<file path="config.mk">
export PLATFORM = sky130hd
export DESIGN_NAME = link_frame_rx
export DESIGN_NICKNAME = d
export VERILOG_FILES = /design/src/rtl/snake_pkg.sv /design/src/rtl/link_watchdog.sv /design/src/rtl/link_frame_rx.sv
export SDC_FILE = /design/constraint.sdc
export NUM_CORES = 1
export LEC_CHECK = 0
export ABC_AREA = 1
export CORE_MARGIN = 1.5
export CORE_UTILIZATION = 60
export CTS_CLUSTER_DIAMETER = 60
export DETAILED_ROUTE_END_ITERATION = 16
export PLACE_DENSITY = 0.9
export SKIP_CTS_REPAIR_TIMING = 1
export SLEW_MARGIN = 10
export SYNTH_ARGS = -nofsm -noshare
export SYNTH_HDL_FRONTEND = slang
export SYNTH_HIERARCHICAL = 1
export SYNTH_SLANG_ARGS = --single-unit
</file>
<file path="constraint.sdc">
create_clock -name clk -period 5.6 [get_ports clk]
set_clock_uncertainty 0.1 [all_clocks]
set_input_delay 1.12 -clock clk [delete_from_list [all_inputs] [get_ports clk]]
set_output_delay 1.12 -clock clk [all_outputs]
set_load 0.05 [all_outputs]
</file>
<file path="src/rtl/snake_pkg.sv">
// Shared types and link-protocol constants for the snake game blocks.
package snake_pkg;

   typedef enum logic [1:0] {
      UP    = 2'd0,
      RIGHT = 2'd1,
      DOWN  = 2'd2,
      LEFT  = 2'd3
   } direction;

   typedef enum logic [1:0] {
      MENU      = 2'd0,
      GAME      = 2'd1,
      GAME_OVER = 2'd2
   } game_mode;

   localparam logic [7:0] HEADER      = 8'hA5;
   localparam logic [7:0] FRAME_DIR   = 8'h01;
   localparam logic [7:0] FRAME_SEED  = 8'h02;
   localparam logic [7:0] FRAME_START = 8'h03;

   localparam int unsigned BYTE_TIMEOUT       = 75000;
   localparam int unsigned LINK_TIMEOUT_TICKS = 4;
   localparam int unsigned CNT_W              = 17;
   localparam int unsigned MISS_W             = 3;

endpackage

</file>
<file path="src/rtl/link_watchdog.sv">
// Peer-link health monitor: counts game ticks without a committed DIR frame
// and raises a sticky con_error, cleared by a START commit.
module link_watchdog
   import snake_pkg::*;
(
   input  logic     clk,
   input  logic     rst,
   input  logic     tick,
   input  game_mode mode,
   input  logic     dir_commit,
   input  logic     rx_err,
   input  logic     start_commit,
   output logic     con_error
);

   logic              tick_q;
   logic              tick_edge;
   logic [MISS_W-1:0] miss_cnt;
   logic [MISS_W-1:0] miss_d;
   logic              con_error_d;
   logic              in_game;
   logic              miss_set;

   // The counter saturates at the limit so the error fires once per miss run.
   always_comb begin
      tick_edge   = tick & ~tick_q;
      in_game     = (mode == GAME);
      miss_d      = miss_cnt;
      miss_set    = 1'b0;
      if (!in_game || dir_commit) begin
         miss_d = '0;
      end else if (tick_edge && (miss_cnt != MISS_W'(LINK_TIMEOUT_TICKS))) begin
         miss_d   = miss_cnt + MISS_W'(1);
         miss_set = (miss_d == MISS_W'(LINK_TIMEOUT_TICKS));
      end
      con_error_d = con_error | miss_set | (in_game & rx_err);
      if (start_commit) con_error_d = 1'b0;
   end

   always_ff @(posedge clk or negedge rst) begin
      if (!rst) begin
         tick_q    <= 1'b0;
         miss_cnt  <= '0;
         con_error <= 1'b0;
      end else begin
         tick_q    <= tick;
         miss_cnt  <= miss_d;
         con_error <= con_error_d;
      end
   end

endmodule

</file>
<file path="src/rtl/link_frame_rx.sv">
// Byte-stream frame parser for the peer link: decodes DIR, SEED and START
// frames, counts rejected frames and feeds the link watchdog.
module link_frame_rx
   import snake_pkg::*;
(
   input  logic       clk,
   input  logic       rst,
   input  logic [7:0] rx_data,
   input  logic       rx_valid,
   input  logic       rx_err,
   input  logic       tick,
   input  game_mode   mode,
   output direction   dir2,
   output logic       rcvdir,
   output logic [4:0] seed_x_out,
   output logic [4:0] seed_y_out,
   output logic       seed_valid,
   output logic       start_game,
   output logic       con_error,
   output logic [7:0] bad_frames
);

   localparam logic [2:0] S_IDLE = 3'd0;
   localparam logic [2:0] S_TYPE = 3'd1;
   localparam logic [2:0] S_PAY0 = 3'd2;
   localparam logic [2:0] S_PAY1 = 3'd3;
   localparam logic [2:0] S_CHK  = 3'd4;

   logic [2:0]       state, state_d;
   logic [7:0]       frame_type, type_d;
   logic [7:0]       pay0, pay0_d;
   logic [7:0]       pay1, pay1_d;
   logic [CNT_W-1:0] cnt, cnt_d;
   logic [7:0]       chk_calc;
   logic             rsv_ok;
   logic             bad_hit;
   logic             dir_commit, seed_commit, start_commit;
   direction         dir_d;
   logic [4:0]       seed_x_d, seed_y_d;
   logic [7:0]       bad_d;

   always_comb begin
      state_d      = state;
      type_d       = frame_type;
      pay0_d       = pay0;
      pay1_d       = pay1;
      cnt_d        = (state == S_IDLE) ? '0 : cnt + CNT_W'(1);
      bad_hit      = 1'b0;
      dir_commit   = 1'b0;
      seed_commit  = 1'b0;
      start_commit = 1'b0;
      chk_calc     = frame_type ^ pay0 ^ pay1;
      if (frame_type == FRAME_DIR)       rsv_ok = (pay0[7:2] == 6'd0);
      else if (frame_type == FRAME_SEED) rsv_ok = (pay0[7:5] == 3'd0) && (pay1[7:5] == 3'd0);
      else                               rsv_ok = 1'b1;

      // Abort sources take priority over a byte arriving in the same cycle.
      if ((state != S_IDLE) && rx_err) begin
         state_d = S_IDLE;
         cnt_d   = '0;
         bad_hit = 1'b1;
      end else if (rx_valid) begin
         cnt_d = '0;
         case (state)
            S_IDLE: if (rx_data == HEADER) state_d = S_TYPE;
            S_TYPE: begin
               type_d = rx_data;
               pay0_d = 8'd0;
               pay1_d = 8'd0;
               if ((rx_data == FRAME_DIR) || (rx_data == FRAME_SEED)) begin
                  state_d = S_PAY0;
               end else if (rx_data == FRAME_START) begin
                  state_d = S_CHK;
               end else begin
                  state_d = S_IDLE;
                  bad_hit = 1'b1;
               end
            end
            S_PAY0: begin
               pay0_d  = rx_data;
               state_d = (frame_type == FRAME_SEED) ? S_PAY1 : S_CHK;
            end
            S_PAY1: begin
               pay1_d  = rx_data;
               state_d = S_CHK;
            end
            S_CHK: begin
               state_d = S_IDLE;
               if ((rx_data == chk_calc) && rsv_ok) begin
                  dir_commit   = (frame_type == FRAME_DIR);
                  seed_commit  = (frame_type == FRAME_SEED);
                  start_commit = (frame_type == FRAME_START);
               end else begin
                  bad_hit = 1'b1;
               end
            end
            default: state_d = S_IDLE;
         endcase
      end else if ((state != S_IDLE) && (cnt == CNT_W'(BYTE_TIMEOUT))) begin
         state_d = S_IDLE;
         cnt_d   = '0;
         bad_hit = 1'b1;
      end

      dir_d    = dir_commit  ? direction'(pay0[1:0]) : dir2;
      seed_x_d = seed_commit ? pay0[4:0] : seed_x_out;
      seed_y_d = seed_commit ? pay1[4:0] : seed_y_out;
      bad_d    = (bad_hit && (bad_frames != 8'hFF)) ? bad_frames + 8'd1 : bad_frames;
   end

   always_ff @(posedge clk or negedge rst) begin
      if (!rst) begin
         state      <= S_IDLE;
         frame_type <= 8'd0;
         pay0       <= 8'd0;
         pay1       <= 8'd0;
         cnt        <= '0;
         dir2       <= UP;
         rcvdir     <= 1'b0;
         seed_x_out <= 5'd0;
         seed_y_out <= 5'd0;
         seed_valid <= 1'b0;
         start_game <= 1'b0;
         bad_frames <= 8'd0;
      end else begin
         state      <= state_d;
         frame_type <= type_d;
         pay0       <= pay0_d;
         pay1       <= pay1_d;
         cnt        <= cnt_d;
         dir2       <= dir_d;
         rcvdir     <= dir_commit;
         seed_x_out <= seed_x_d;
         seed_y_out <= seed_y_d;
         seed_valid <= seed_commit;
         start_game <= start_commit;
         bad_frames <= bad_d;
      end
   end

   link_watchdog u_watchdog (
      .clk          (clk),
      .rst          (rst),
      .tick         (tick),
      .mode         (mode),
      .dir_commit   (dir_commit),
      .rx_err       (rx_err),
      .start_commit (start_commit),
      .con_error    (con_error)
   );

endmodule

</file>
==> key figures <==
Power and ir drop
  – Pwr dens: 329 mW/mm^2
  – Leak Pwr: 2.23 nW
  – Peak supply drop: ~0.24 mV
  – Overall power consumption: 1.48 mW

Place
  – RePlAce Congestion: 0.912
  – Placed Area: 0.00433 mm^2
  – Hpwl dp: 5.89 mm
  – Port bufs: 38
  – Placed cell count: 597

Logic synthesis
  – #FFs+latches synth: 72
  – Post-Syn Area: 0.00390 mm^2
  – Mean Syn Cell Area: 8.01 um^2
  – Syn. warnings: 6
  – Synth Instances: 487
  – Syn_nets: 508
  – Ys flop type: dfrtp_1
  – Post-synth EDFFs: 0
  – Async set or reset register ratio after synthesis: 100%
  – Sequential element share of the synthesized area: a little under half
  – Netlist cell types: 32

Worst setup path
  – CP Capture Type: flip-flop
  – Worst setup SP type: input pin
  – Most used cell, CP: nand2_1
  – Crit path arrival time: slightly above 3 ns
  – Required time of the critical path: between 5 and 6 ns
  – Setup CP Type: input pin to flip-flop
  – Crit path max fanout: 6
  – Critical path cell sequence: clkdlybuf4s50_1 > inv_1 > nand2_1 > nand2_1 > nand3_1 > nand2_1 > nand2_1 > nor2_1 > nand3_1 > inv_1 > nand2_1 > inv_1 > nand3b_1 > nor2_1 > nand2_1 > o21ai_1
  – Crit-path slowest cell: clkdlybuf4s50_1
  – Critical path's largest stage delay: 0.53 ns

Clocking
  – CTS H-tree depth: 3
  – CTS max path bufs: 2
  – Clock-pin slew on the worst setup and hold paths: 0.07 ns
  – TritonCTS Sinks: 72
  – Worst-Skew Late Latency: 0.35 ns
  – Root buffer cell: clkbuf_8
  – TritonCTS buffer count: 9
  – CTS tree: built

Floorplanning
  – IO Count: 39
  – Die Area: 0.00699 mm^2
  – Core Rows: 29
  – Core area: 0.00631 mm^2
  – Starting density of the core: 61.8%
  – Die W: approximately 84 um
  – Die height: 83.6 um

Routing
  – Wirelength, routed: 8.43 mm
  – Post-route DRC: 0
  – Vias after detailed routing: 3,369
  – Final ANT Viol Nets: 0
  – TritonRoute pass-1 iters: 5
  – Vias per std cell: 5.50
  – Drt wl/cell: 13.8 um
  – DR iter-0 viols: 300

Timing
  – Final slew viol count: 0
  – RSZ-0062 raised after global routing: no
  – Max-slew headroom: 42.5%
  – Max frequency: about 340 MHz
  – Period utilization: 52.4%
  – Worst slew pin tran: 0.863 ns
  – Crit path time final: between 2 and 3 ns
  – Setup TNS Final: 0 ns
  – Final Hold Vio Count: 0
  – Setup Viol. Count Final: 0

Finish
  – Fillers: about 450
  – Area delta synth->final: 15.5%
  – Fin util: 71.3%
  – Cell Count, Final, Fillers Out: roughly 600
  – Layout cells sized above 1: 7.10%
  – Final nets: 552
  – Final Cell Area: 0.00450 mm^2
  – # diodes: 0

Global routing
  – Initial antenna violation count: 0
  – Overflow left after global routing: 0
  – First-pass GRT wire length: about 15 mm
  – Tot GR Track Use: around a quarter
  – Vias in the first global route: 3,183
  – Largest net degree at the start of global routing: 73

Min path
  – HP Class: flip-flop to flip-flop

Status
  – Status: finished, final reports clean

Run
  – Max-Cap Viols: 0
-- logic make-up (layout without fill, tap and decap cells) --
group | after synthesis | in the layout | synth area share (%)
flops | 72 | 72 | 46.2
compound gates | 51 | 51 | 7.70
simple gates | 246 | 246 | 28.9
fa+ha+maj | 6 | 6 | 1.92
buf+inv | 82 | 130 | 8.53
xor+xnor | 30 | 30 | 6.74
-- cell usage in the layout (no fill, tap or decap), types with 2 or more instances in the layout --
cell / n
nor2_4: 2
nor2_8: 2
nor2_1: 48
nor2_2: 3
o21ai_2: 3
nand4_1: 8
nand3_1: 28
clkbuf_8: 11
o211ai_1: 3
clkinv_2: 2
inv_1: 76
nand2_1: 127
xor2_1: 20
o21ai_1: 11
ha_1: 6
nand2_4: 4
nor3b_1: 2
nor3_1: 8
nor4_1: 6
dfrtp_1: 72
xnor2_1: 10
o22ai_1: 14
clkdlybuf4s50_1: 37
nand2_2: 4
a21oi_1: 3
o21ai_0: 15
-- metal layers --
metal | global-route usage [%] | up-vias | routed length (um) | part of all wire (%)
met5 | 0 | - | 0 | 0
met4 | 13.4 | 0 | 234 | 2.8
met3 | 3.96 | 25 | 512 | 6.1
met2 | 40.4 | 154 | 3930 | 47
met1 | 35.5 | 1566 | 3750 | 45
li1 | - | 1624 | - | -
-- stage by stage --
| step | setup WS (ns) | hold WS (ns) |
|---|---|---|
| 3_3_place_gp | 2.38 | 0.364 |
| 4_1_cts | 2.67 | 0.389 |
| 2_1_floorplan | 3.10 | 0.350 |
| 3_5_place_dp | 2.33 | 0.371 |
| 6_report | 2.67 | 0.391 |
| 5_1_grt | 2.41 | 0.409 |
-- cells in the mapped netlist (3+ instances only) --
cell      instances  share of area (%)
xnor2_1          10                2.2
nand3_1          28                3.6
nand2_2           4               0.64
nand2_1         127                 12
ha_1              6                1.9
nand2_4           4                1.2
o211ai_1          3               0.58
buf_6             3               0.87
nand4_1           8                1.3
dfrtp_1          72                 46
o21ai_2           3               0.67
nor3_1            8                1.0
o22ai_1          14                2.2
nor4_1            6               0.96
o21ai_0          15                1.9
xor2_1           20                4.5
a21oi_1           3               0.38
o21ai_1          11                1.4
nor2_2            3               0.48
nor2_1           48                4.6
inv_1            76                7.3
-- flip-flops by register name (all words and copies together), names as in the netlist, 2 cells and up --
name and flops:
frame_type 8, pay1 8, pay0 8, dir2 2, state 3, seed_x_out 5, cnt 17, u_watchdog/miss_cnt 3
seed_y_out 5, bad_frames 8
-- report_power, final --
group | switching, mW | leakage, nW | internal [mW]
logic | 0.303 | 1.16 | 0.159
clock network | 0.190 | 0.0882 | 0.181
registers | 0.0705 | 0.979 | 0.576
-- area by class of cell --
cell class,count,area (um^2),area share (%)
well taps,77,96.3,2.14
clock inverters,3,17.5,0.389
flip-flops and latches,72,1800,40.0
clock buffers,12,155,3.44
repair buffers,39,383,8.50
inverters,76,285,6.33
multi-input cells,333,1770,39.2
-- worst paths after layout --
| kind | slack [ns] | startpoint | end | cells past startpoint |
|---|---|---|---|---|
| setup / recovery | 2.67 | rx_data[1] | u_watchdog/miss_cnt[1] | 16 |
| hold / removal | 0.39 | seed_y_out[1] | seed_y_out[1] | 2 |
| setup reg to reg | 3.38 | frame_type[7] | u_watchdog/miss_cnt[1] | 14 |
| hold reg to reg | 0.39 | seed_y_out[1] | seed_y_out[1] | 2 |
| max in group asynchronous | 3.97 | rst | cnt[0] | 2 |
| min in group asynchronous | 0.85 | rst | pay1[6] | 2 |
-- critical path: cells and delay by family --
family                 cells  cell delay [ns]
AO/OA/AOI/OAI              1             0.06
AND/OR/NAND/NOR           11             0.92
buffers and inverters      4             0.95
(Power assumes the default switching activity.)
